`src/rtl/edge_event_pkg.sv`:
```
// Shared types and defaults for the edge event unit.
// Holds the block state enum, default parameter values and a width helper.
// Imported by edge_event_unit and edge_filter_ch.
package edge_event_pkg;

  typedef enum logic {
    PRIME = 1'b0,
    RUN   = 1'b1
  } state_e;

  localparam int DEF_WIDTH       = 8;
  localparam int DEF_SYNC_STAGES = 2;
  localparam int DEF_DEBOUNCE    = 0;
  localparam int DEF_CNT_W       = 16;

  // Bits needed to hold values 0..n-1, never less than one bit.
  function automatic int width_min1(input int n);
    return (n <= 2) ? 1 : $clog2(n);
  endfunction

endpackage

```
`src/rtl/edge_filter_ch.sv`:
```
// One input channel: synchroniser chain, debounce filter and edge pulse registers.
// Ports: clk_i/rst_i, prime_i (block still priming), signal_i (raw async input),
//        rise_nxt_o/fall_nxt_o (edge being accepted this cycle), rise_o/fall_o (registered pulses).
module edge_filter_ch
  import edge_event_pkg::*;
#(
  parameter int SYNC_STAGES = DEF_SYNC_STAGES,
  parameter int DEBOUNCE    = DEF_DEBOUNCE
) (
  input  logic clk_i,
  input  logic rst_i,
  input  logic prime_i,
  input  logic signal_i,
  output logic rise_nxt_o,
  output logic fall_nxt_o,
  output logic rise_o,
  output logic fall_o
);

  localparam int DW = width_min1(DEBOUNCE + 1);
  localparam logic [DW-1:0] DB_MAX = DW'(DEBOUNCE);

  logic [SYNC_STAGES-1:0] sync_q;
  logic                   filt_q, filt_d;
  logic [DW-1:0]          cnt_q, cnt_d;
  logic                   rise_q, fall_q;
  logic                   synced, synced_nxt;

  assign synced     = sync_q[SYNC_STAGES-1];
  // Value the last stage will hold after this edge.
  assign synced_nxt = sync_q[SYNC_STAGES-2];

  always_comb begin
    filt_d = filt_q;
    cnt_d  = cnt_q;
    if (prime_i) begin
      // Track what synced is about to become, so filt equals synced on the
      // first RUN cycle and a level held through reset yields no edge.
      filt_d = synced_nxt;
      cnt_d  = '0;
    end else if (synced == filt_q) begin
      cnt_d = '0;
    end else if (cnt_q == DB_MAX) begin
      filt_d = synced;
      cnt_d  = '0;
    end else begin
      cnt_d = cnt_q + 1'b1;
    end
  end

  assign rise_nxt_o = ~prime_i &  filt_d & ~filt_q;
  assign fall_nxt_o = ~prime_i & ~filt_d &  filt_q;

  always_ff @(posedge clk_i or posedge rst_i) begin
    if (rst_i) begin
      sync_q <= '0;
      filt_q <= 1'b0;
      cnt_q  <= '0;
      rise_q <= 1'b0;
      fall_q <= 1'b0;
    end else begin
      sync_q <= {sync_q[SYNC_STAGES-2:0], signal_i};
      filt_q <= filt_d;
      cnt_q  <= cnt_d;
      rise_q <= rise_nxt_o;
      fall_q <= fall_nxt_o;
    end
  end

  assign rise_o = rise_q;
  assign fall_o = fall_q;

endmodule

```
`src/rtl/edge_event_unit.sv`:
```
// Multi-channel edge detector with per-channel pending flags, irq and saturating event counter.
// Ports: CLK/RST, signal (raw inputs), rise_en/fall_en (event enables), clr (pending clear),
//        cnt_clr; outputs pos_edge/neg_edge pulses, pending, irq, evt_count, ready.
module edge_event_unit
  import edge_event_pkg::*;
#(
  parameter int WIDTH       = DEF_WIDTH,
  parameter int SYNC_STAGES = DEF_SYNC_STAGES,
  parameter int DEBOUNCE    = DEF_DEBOUNCE,
  parameter int CNT_W       = DEF_CNT_W
) (
  input  logic             CLK,
  input  logic             RST,
  input  logic [WIDTH-1:0] signal,
  input  logic [WIDTH-1:0] rise_en,
  input  logic [WIDTH-1:0] fall_en,
  input  logic [WIDTH-1:0] clr,
  input  logic             cnt_clr,
  output logic [WIDTH-1:0] pos_edge,
  output logic [WIDTH-1:0] neg_edge,
  output logic [WIDTH-1:0] pending,
  output logic             irq,
  output logic [CNT_W-1:0] evt_count,
  output logic             ready
);

  localparam int PW  = width_min1(SYNC_STAGES + 1);
  localparam int PCW = width_min1(WIDTH + 1);
  localparam int SW  = CNT_W + PCW;
  localparam logic [CNT_W-1:0] CNT_MAX = {CNT_W{1'b1}};

  state_e            state_q, state_d;
  logic [PW-1:0]     prime_cnt_q, prime_cnt_d;
  logic              prime;
  logic [WIDTH-1:0]  rise_nxt, fall_nxt, evt;
  logic [WIDTH-1:0]  pending_q, pending_d;
  logic              irq_q;
  logic [CNT_W-1:0]  cnt_q, cnt_d;
  logic [PCW-1:0]    evt_pop;
  logic [SW-1:0]     cnt_sum;

  // Priming: stay in PRIME for exactly SYNC_STAGES edges, then RUN forever.
  always_comb begin
    state_d     = state_q;
    prime_cnt_d = prime_cnt_q;
    case (state_q)
      PRIME: begin
        prime_cnt_d = prime_cnt_q + 1'b1;
        if (prime_cnt_q == PW'(SYNC_STAGES - 1)) state_d = RUN;
      end
      RUN:     state_d = RUN;
      default: state_d = PRIME;
    endcase
  end

  always_ff @(posedge CLK or posedge RST) begin
    if (RST) begin
      state_q     <= PRIME;
      prime_cnt_q <= '0;
    end else begin
      state_q     <= state_d;
      prime_cnt_q <= prime_cnt_d;
    end
  end

  assign prime = (state_q == PRIME);
  assign ready = (state_q == RUN);

  for (genvar i = 0; i < WIDTH; i++) begin : g_ch
    edge_filter_ch #(
      .SYNC_STAGES(SYNC_STAGES),
      .DEBOUNCE   (DEBOUNCE)
    ) u_ch (
      .clk_i     (CLK),
      .rst_i     (RST),
      .prime_i   (prime),
      .signal_i  (signal[i]),
      .rise_nxt_o(rise_nxt[i]),
      .fall_nxt_o(fall_nxt[i]),
      .rise_o    (pos_edge[i]),
      .fall_o    (neg_edge[i])
    );
  end

  // Events use the same-edge acceptance so pending/count update with the pulse.
  assign evt       = (rise_nxt & rise_en) | (fall_nxt & fall_en);
  assign pending_d = (pending_q & ~clr) | evt;

  always_comb begin
    evt_pop = '0;
    for (int i = 0; i < WIDTH; i++) evt_pop = evt_pop + PCW'(evt[i]);
  end

  // Wide sum so the saturation compare sees the true total.
  assign cnt_sum = (cnt_clr ? '0 : SW'(cnt_q)) + SW'(evt_pop);
  assign cnt_d   = (cnt_sum > SW'(CNT_MAX)) ? CNT_MAX : cnt_sum[CNT_W-1:0];

  always_ff @(posedge CLK or posedge RST) begin
    if (RST) begin
      pending_q <= '0;
      irq_q     <= 1'b0;
      cnt_q     <= '0;
    end else begin
      pending_q <= pending_d;
      irq_q     <= |pending_q;
      cnt_q     <= cnt_d;
    end
  end

  assign pending   = pending_q;
  assign irq       = irq_q;
  assign evt_count = cnt_q;

endmodule

```
`config.mk`:
```
export PLATFORM = sky130hd
export DESIGN_NAME = edge_event_unit
export DESIGN_NICKNAME = d
export VERILOG_FILES = /design/src/rtl/edge_event_pkg.sv /design/src/rtl/edge_filter_ch.sv /design/src/rtl/edge_event_unit.sv
export SDC_FILE = /design/constraint.sdc
export NUM_CORES = 1
export LEC_CHECK = 0
export ABC_AREA = 1
export BUFFER_PORTS_ARGS = -buffer_cell sky130_fd_sc_hd__buf_2
export CORE_MARGIN = 4
export CORE_UTILIZATION = 30
export CTS_CLUSTER_SIZE = 16
export DETAILED_ROUTE_END_ITERATION = 10
export GPL_TIMING_DRIVEN = 0
export PLACE_DENSITY = 0.56
export SYNTH_ARGS = -nofsm -noshare
export SYNTH_HDL_FRONTEND = slang
export SYNTH_HIERARCHICAL = 1
export SYNTH_SLANG_ARGS = --single-unit
```
`constraint.sdc`:
```
create_clock -name CLK -period 8.2 [get_ports CLK]
set_input_delay 1.64 -clock CLK [delete_from_list [all_inputs] [get_ports CLK]]
set_output_delay 1.64 -clock CLK [all_outputs]
set_load 0.02 [all_outputs]
```
# Yosys cells after proc, flatten, opt, wreduce, memory -nomap -nowiden
# Cells that the tools add are included.
# op_classes
magnitude_cmp	1
n_reduce_logical	1
n_addsub	17
n_bitwise	55
muxes	52
n_eq_ne	9
# op_table
op	count
$mux 1	49
$and 1x1->1	32
$mux 16	2
$and 8x8->8	3
$add 16x4->17	1
$gt 17x16->1 const B	1
$not 1->1	17
$add 4x1->4	4
$or 8x8->8	2
$add 1x1->1 const B	8
$eq 1x1->1	8
$not 8->8	1
$reduce_or 8->1	1
$add 3x1->4	1
$add 2x1->3	1
$add 1x1->2	1
$add 2x1->2 const B	1
$eq 2x1->1 const B	1
$pmux 1 s2	1
# word_totals
register_bits	76
wordCells	180

# Depth between registers and ports, before layout
# Gate-level depths: netlist of the first run.
# depth
ltp_word	18
ltp_mapped	21
mapped_depth_nobuf	20

# By module
# Netlist of the first run, hierarchy kept.
# modules_own_cells
module	instances	cells_each	seq_area_each_um2	area_per_inst_um2
edge_event_unit	1	214	700.7	1799.2
edge_filter_ch	8	13	125.1	162.7

# Least setup slack after synthesis of the first run
# No wires, ideal clock.
# synth_timing
kind	input -> register
startpoint	input port rise_en[0]
endpoint	register cnt_q[11] (netlist: evt_count[11])
n_path_buf	1
required_ns	8.133
t_arrival_ns	4.824
path_stages	17
setup_ns	0.067
slack_ns	3.310
path_cell_list	a22o_1 inv_1 fa_1 inv_1 fa_1 inv_1 fa_1 inv_1 fa_1 inv_1 fa_1 o21ai_2 nand2_2 inv_2 nand2_4 buf_6 nand3_2
# synth_between
elab_chain_len	12
# synth_lines
element	line_no	source
start: declaration	edge_event_unit.sv:15	input logic [WIDTH-1:0] rise_en,
$and 8x8->8 *	edge_event_unit.sv:86	assign evt = (rise_nxt & rise_en) | (fall_nxt & fall_en);
$or 8x8->8 *	edge_event_unit.sv:86	
$add 1x1->2 *	edge_event_unit.sv:91	for (int i = 0; i < WIDTH; i++) evt_pop = evt_pop + PCW'(evt[i]);
$add 2x1->3 *	edge_event_unit.sv:91	
$add 3x1->4 *	edge_event_unit.sv:91	
$add 4x1->4 * (4 in a row)	edge_event_unit.sv:91	
$add 16x4->17 *	edge_event_unit.sv:95	assign cnt_sum = (cnt_clr ? '0 : SW'(cnt_q)) + SW'(evt_pop);
$gt 17x16->1	edge_event_unit.sv:96	assign cnt_d = (cnt_sum > SW'(CNT_MAX)) ? CNT_MAX : cnt_sum[CNT_W-1:0];
$mux 16 *	edge_event_unit.sv:96	
via cnt_d[11]	edge_event_unit.sv:38	logic [CNT_W-1:0] cnt_q, cnt_d;
end signal: assignment	edge_event_unit.sv:106	cnt_q <= cnt_d;
end: declaration	edge_event_unit.sv:38	
# The timed path passes the listed nets; every way through them passes the cells marked *.
# A chain may end at the register's enable or synchronous reset.

# Worst setup path in the final report of the first run
# layout_timing
startpoint	input port rise_en[1]
endpoint	register cnt_q[11] (netlist: evt_count[11])
# Same word-level chain as after synthesis.

==> impl_metrics.json, run 1 <==
{
  "area_delta_synth_final_pct": 24.9,
  "dieArea_mm2": 0.0120,
  "syn-num-nets": 365,
  "grt_pass1_vias": 2322,
  "wl_per_cell_um": 12.7,
  "skew_ns": 0.00713,
  "crit_path_end_kind": "flop",
  "track_usage_pct": 12.4,
  "yosysWarningCount": 6,
  "crit_type": "input pin to flop",
  "htree_levels": 3,
  "tightest_slew_ns": 1.12,
  "timing.final.crit_share_pct": 60.4,
  "p_leak_nw": 2.12,
  "port_buffers": 75,
  "num_rows": 36,
  "die_h_um": 110,
  "worstSetupStartpointType": "input pin",
  "clk-insertion-delay-late_ns": 0.34,
  "grt.overflow.total": 0,
  "grt_antenna_before_repair": 0,
  "multi_input_area_mm2": 0.00112,
  "arrival_ns": 5.23,
  "core_area_mm2": 0.00991,
  "cp_slowest_stage_delay_ns": 0.53,
  "num-nets-final": 451,
  "nFillCells": 1036,
  "period_needed_ns": 4.95,
  "via_count": 2299,
  "drive_gt1_share_pct": 36.2,
  "vias_per_cell": 4.24,
  "cts_tree": "yes",
  "setup_viol_count_final": 0,
  "yosys.cell_types.count": 29,
  "ir_drop_mv": 0.112,
  "cts_buffers": 9,
  "slew_violations": 0,
  "first_pass_iters": 4,
  "max_freq_ghz": 0.202,
  "path_cells": "buf_2 -> a22o_1 -> inv_1 -> fa_1 -> inv_1 -> fa_1 -> inv_1 -> fa_1 -> inv_1 -> fa_1 -> inv_1 -> fa_1 -> o21ai_2 -> nand2_2 -> inv_2 -> nand2_4 -> buf_6 -> nand3_2",
  "grt_max_degree": 29,
  "status": "complete, no violations",
  "clock-sinks": 68,
  "ctsResizeCount": 0,
  "hpwl_mm": 5.46,
  "stdcell_area_mm2": 0.00387,
  "rsz0062_at_grt": "no",
  "ant_nets": 0,
  "powerDensity_mw_per_mm2": 216,
  "maxCapViolations": 0,
  "antenna_cells": 0,
  "netlist_instances": 318,
  "io_pins": 77,
  "clk_path_buf_depth": 2,
  "slowest_stage": "fa_1",
  "avgSynthCellArea_um2": 9.75,
  "min_path_type": "flop to flop",
  "root_buffer": "clkbuf_8",
  "drc": 0,
  "grt_first_pass_wirelength_mm": 11.3,
  "seq_area_frac_synth_pct": 54.9,
  "syn-cell-area_mm2": 0.00310,
  "clk_pin_slew_ns": 0.08,
  "hold_viol": 0,
  "postCtsSetupBuffers": 0,
  "drt_iter0_markers": 57,
  "place_area_mm2": 0.00364,
  "worstPathRequired_ns": 8.48,
  "place.gp.congestion": 0.855,
  "ys_seq_elements": 68,
  "seq_area_mm2": 0.00170,
  "fin_tns_setup_ns": 0,
  "start_util_pct": 31.3,
  "postRouteWirelength_mm": 6.86,
  "crit_fanout": 10,
  "relSlewSlack_pct": 25.4,
  "fp.dieW_um": 110,
  "ctsHoldBuffers": 0
}
==> critical path: cells and delay by family <==
kind / cells / cell delay (ns)
simple gates: 3 / 0.31
fa+ha+maj: 5 / 2.11
compound gates: 2 / 0.46
buf+inv: 8 / 0.69
==> registers in the layout (all words and copies together) (netlist names), 2 cells and up <==
signal            count
evt_count            16
g_ch.u_ch/fall_o      8
g_ch.u_ch/filt_q      8
g_ch.u_ch/rise_o      8
g_ch.u_ch/sync_q     16
pending               8
prime_cnt_q           2
==> path summary, 6_finish.rpt <==
check	slack, ns	from	depth (start not counted)	to
min	0.38	g_ch[4].u_ch/sync_q[0]$_DFF_PP0_	0	g_ch[4].u_ch/sync_q[1]$_DFF_PP0_
max in group asynchronous	5.85	RST	2	evt_count[6]$_DFF_PP0_
max	3.25	rise_en[1]	18	evt_count[11]$_DFF_PP0_
max reg2reg	3.48	ready$_DFF_PP0_	21	evt_count[11]$_DFF_PP0_
min reg2reg	0.38	g_ch[4].u_ch/sync_q[0]$_DFF_PP0_	0	g_ch[4].u_ch/sync_q[1]$_DFF_PP0_
min in group asynchronous	1.27	RST	2	g_ch[1].u_ch/sync_q[0]$_DFF_PP0_
==> power by group <==
group	total, W	switching [W]	internal [W]
Sequential	0.000375	0.0000157	0.000360
Clock	0.000318	0.000142	0.000177
Combinational	0.000144	0.0000898	0.0000547
==> stage by stage <==
step	hold slack [ns]	util, %	power [W]	instances	setup WS, ns
6_report	0.380	39.1	0.000838	542	3.25
3_3_place_gp	0.356	36.8	0.000526	526	2.88
5_1_grt	0.395	39.1	0.000893	542	3.04
2_1_floorplan	0.354	-	0.000478	318	3.31
3_5_place_dp	0.363	36.8	0.000532	526	2.86
4_1_cts	0.383	39.1	0.000852	542	3.23
==> cell families after synthesis <==
family                     after synthesis  synth area share (%)
and+or+nand+nor                        145                  23.6
DFF                                     68                  54.9
buffers and inverters                   65                  8.88
AOI/OAI and AO/OA                       22                  4.88
adders and majority gates               12                  6.05
xor gates and xnor gates                 6                  1.69
==> Yosys cell counts <==
cell type | count | area, um2
nand2_2 | 12 | 75.1
o21bai_1 | 3 | 22.5
nor2_1 | 16 | 60.1
xor2_1 | 2 | 17.5
nand3_1 | 17 | 85.1
buf_6 | 2 | 22.5
ha_1 | 7 | 87.6
inv_1 | 51 | 191
nand2_1 | 64 | 240
fa_1 | 5 | 100
inv_2 | 10 | 37.5
or2_2 | 1 | 6.26
o21ai_2 | 1 | 8.76
nand4_1 | 2 | 12.5
inv_6 | 1 | 8.76
dfrtp_1 | 68 | 1700
a22o_1 | 8 | 70.1
nand2_4 | 3 | 33.8
nor4_1 | 2 | 12.5
nand3_2 | 6 | 60.1
buf_8 | 1 | 15.0
o21ai_0 | 8 | 40.0
nor3_1 | 1 | 5.00
a21oi_1 | 1 | 5.00
or2_1 | 1 | 6.26
nor2_4 | 2 | 22.5
o21ai_1 | 1 | 5.00
xnor2_1 | 4 | 35.0
nor2_2 | 18 | 113
==> layer usage <==
metal	wire length, um	part of all wire, %	global-route usage, %	vias up
met3	479	7.0	4.35	14
li1	-	-	-	1149
met2	2990	44	18.1	68
met5	0	0	0	-
met4	138	2.0	4.90	0
met1	3250	47	16.8	1068
==> final cells by class <==
cell class / instances / share of cell area [%]
Buffer: 3 / 0.969
Clock buffer: 9 / 3.20
Multi-Input combinational cell: 185 / 29.0
Clock inverter: 7 / 2.75
Sequential cell: 68 / 43.9
Tap cell: 133 / 4.30
Inverter: 62 / 6.14
Timing Repair Buffer: 75 / 9.69
==> layout by cell type (no fill, tap or decap), types with 6 or more instances in the layout <==
cell / synthesis / routed
buf_2: 0 / 75
ha_1: 7 / 7
nor2_1: 16 / 16
a22o_1: 8 / 8
inv_2: 10 / 10
nand3_1: 17 / 17
nor2_2: 18 / 18
inv_1: 51 / 51
clkbuf_8: 0 / 9
nand3_2: 6 / 6
nand2_1: 64 / 64
dfrtp_1: 68 / 68
nand2_2: 12 / 12
o21ai_0: 8 / 8
Note: power is estimated with default switching activity, not from simulation.
==> run 2: changes to the inputs <==
--- a/config.mk
+++ b/config.mk
@@ -12,7 +12,7 @@
 export CTS_CLUSTER_SIZE = 16
 export DETAILED_ROUTE_END_ITERATION = 10
 export GPL_TIMING_DRIVEN = 0
-export PLACE_DENSITY = 0.56
+export PLACE_DENSITY = 0.58
 export SYNTH_ARGS = -nofsm -noshare
 export SYNTH_HDL_FRONTEND = slang
 export SYNTH_HIERARCHICAL = 1
==> constraint.sdc (replaced) <==
create_clock -name CLK -period 4.1 [get_ports CLK]
set_input_delay 0.82 -clock CLK [delete_from_list [all_inputs] [get_ports CLK]]
set_output_delay 0.82 -clock CLK [all_outputs]
set_load 0.02 [all_outputs]
==> run 2 against run 1 <==
  * Register-to-register slack lost 3.5 ns
  * Combinational power increased by 120%
  * Worst hold slack worse by 0.0068 ns
  * Final cell count is 4.1% higher
  * Sequential power is 100% higher
  * First-iteration DRC count rose by 68%
  * Non-clock buffer count increased by 22
  * Clock skew fell by 0.0011 ns
  * Worst setup slack worse by 3.2 ns
==> impl_metrics.json, run 2 (synthesis gave the netlist of run 1 again) <==
{
  "dieArea_mm2": 0.0120,
  "powerDensity_mw_per_mm2": 384,
  "fp.dieW_um": 110,
  "via_count": 2376,
  "num_rows": 36,
  "period_needed_ns": 4.09,
  "htree_levels": 3,
  "crit_type": "flop to flop",
  "ant_nets": 0,
  "stdcell_area_mm2": 0.00411,
  "clk-insertion-delay-late_ns": 0.34,
  "ctsHoldBuffers": 0,
  "area_delta_synth_final_pct": 32.6,
  "worstPathRequired_ns": 4.33,
  "drc": 0,
  "layout_common_cells": "buf_2 (75), dfrtp_1 (67), nand2_1 (60)",
  "r2r_start": "ready$_DFF_PP0_",
  "reg2reg_to": "evt_count[6]$_DFF_PP0_",
  "cp-startpoint": "ready$_DFF_PP0_",
  "clk_pin_slew_ns": 0.08,
  "grt.overflow.total": 0,
  "ir_drop_mv": 0.284,
  "cts_tree": "yes",
  "grt_pass1_vias": 2516,
  "cts_buffers": 9,
  "cp_slowest_stage_delay_ns": 0.53,
  "maxCapViolations": 0,
  "crit_fanout": 5,
  "cp_top_family": "adder cells",
  "r2r_setup_slack_ns": 0.01,
  "port_buffers": 75,
  "worstSetupStartpointType": "flop",
  "pwr-share-clk_pct": 32.2,
  "intPower_w": 0.00109,
  "min_path_cells": 0,
  "clock-sinks": 68,
  "num-nets-final": 473,
  "seq_power_share_pct": 47.4,
  "p_leak_nw": 2.22,
  "status": "complete, no violations",
  "first_pass_iters": 4,
  "root_buffer": "clkbuf_8",
  "wl_per_cell_um": 12.9,
  "dp.cells": 526,
  "timing.final.crit_share_pct": 99.6,
  "grt_max_degree": 29,
  "min_path_type": "flop to flop",
  "min_to": "g_ch[3].u_ch/sync_q[1]$_DFF_PP0_",
  "start_util_pct": 31.3,
  "slowest_stage": "fa_1",
  "core_area_mm2": 0.00991,
  "die_h_um": 110,
  "hold_viol": 0,
  "grt_first_pass_wirelength_mm": 12.1,
  "switching_share_pct": 30.9,
  "stdcell_count": 564,
  "drt_iter0_markers": 96,
  "r2r_cells": 20,
  "layout_commonest_cell": "buf_2",
  "relSlewSlack_pct": 23.2,
  "grt_antenna_before_repair": 0,
  "io_pins": 77,
  "hpwl_mm": 5.34,
  "fin_tns_setup_ns": 0,
  "clk_path_buf_depth": 2,
  "skew_ns": 0.00601,
  "min-delay-start": "g_ch[3].u_ch/sync_q[0]$_DFF_PP0_",
  "tightest_slew_ns": 1.15,
  "postRouteWirelength_mm": 7.27,
  "arrival_ns": 4.31,
  "track_usage_pct": 13.1,
  "vias_per_cell": 4.21,
  "antenna_cells": 0,
  "rsz0062_at_grt": "yes",
  "power_frac_comb_pct": 20.3,
  "place.gp.congestion": 0.856,
  "max_freq_ghz": 0.245,
  "crit_path_end_kind": "flop",
  "place_area_mm2": 0.00366,
  "path_cells": "clkinvlp_4 -> inv_2 -> nand2_2 -> nor2_4 -> a22o_1 -> inv_2 -> fa_1 -> inv_1 -> fa_1 -> inv_1 -> fa_1 -> inv_1 -> fa_2 -> inv_2 -> fa_2 -> o21ai_4 -> buf_6 -> nand2_2 -> xnor2_2 -> nand2_2",
  "p_switching_w": 0.000489,
  "slew_violations": 0,
  "hold_ws_ns": 0.373,
  "setup_viol_count_final": 0,
  "critical_path_buf_inv_count": 8,
  "drive_gt1_share_pct": 42.9
}
run 2: per-stage QoR:
step,setup slack [ns],utilization [%],total power [W]
after floorplan,0.000956,-,0.000961
after global placement,-0.426,36.9,0.00106
after detailed placement,-0.457,36.9,0.00107
after CTS,-0.00845,41.0,0.00161
after global routing,-0.206,41.5,0.00169
final,0.0147,41.5,0.00158
run 2: final cells by class:
class	count	area [um2]
plain buffers	3	41.3
clock inverters	6	48.8
fillers	993	5800
clock buffers	10	138
well taps	133	166
inverters	62	244
multi-input cells	185	1200
repair buffers	97	572
flip-flops and latches	68	1700
run 2: power groups by stage:
stage	Sequential (W)	Clock, W	Combinational, W
4_1_cts	0.000749	0.000534	0.000324
3_5_place_dp	0.000761	0	0.000305
5_1_grt	0.000755	0.000566	0.000371
2_1_floorplan	0.000803	0	0.000158
3_3_place_gp	0.000762	0	0.000297
6_report	0.000750	0.000509	0.000321
run 2: worst max path at each step:
stage	end	cells past startpoint	slack, ns
after floorplan	evt_count[11]$_DFF_PP0_	21	0.001
after global placement	evt_count[9]$_DFF_PP0_	21	-0.43
after detailed placement	evt_count[11]$_DFF_PP0_	21	-0.46
after CTS	evt_count[10]$_DFF_PP0_	20	-0.008
after global routing	evt_count[8]$_DFF_PP0_	20	-0.21
final	evt_count[6]$_DFF_PP0_	20	0.01
run 2: timing repair:
item,in CTS,in global routing
gates cloned,1,0
resized for setup,16,7
pin swaps,13,8
buffers inserted,18,3
setup endpoints to repair,16,16
run 2: routing by layer:
| metal | wire (um) | up-vias | global-route usage (%) |
|---|---|---|---|
| li1 | - | 1198 | - |
| met1 | 3290 | 1093 | 17.9 |
| met2 | 3310 | 78 | 19.4 |
| met3 | 611 | 7 | 5.52 |
| met4 | 57 | 0 | 2.85 |
| met5 | 0 | - | 0 |
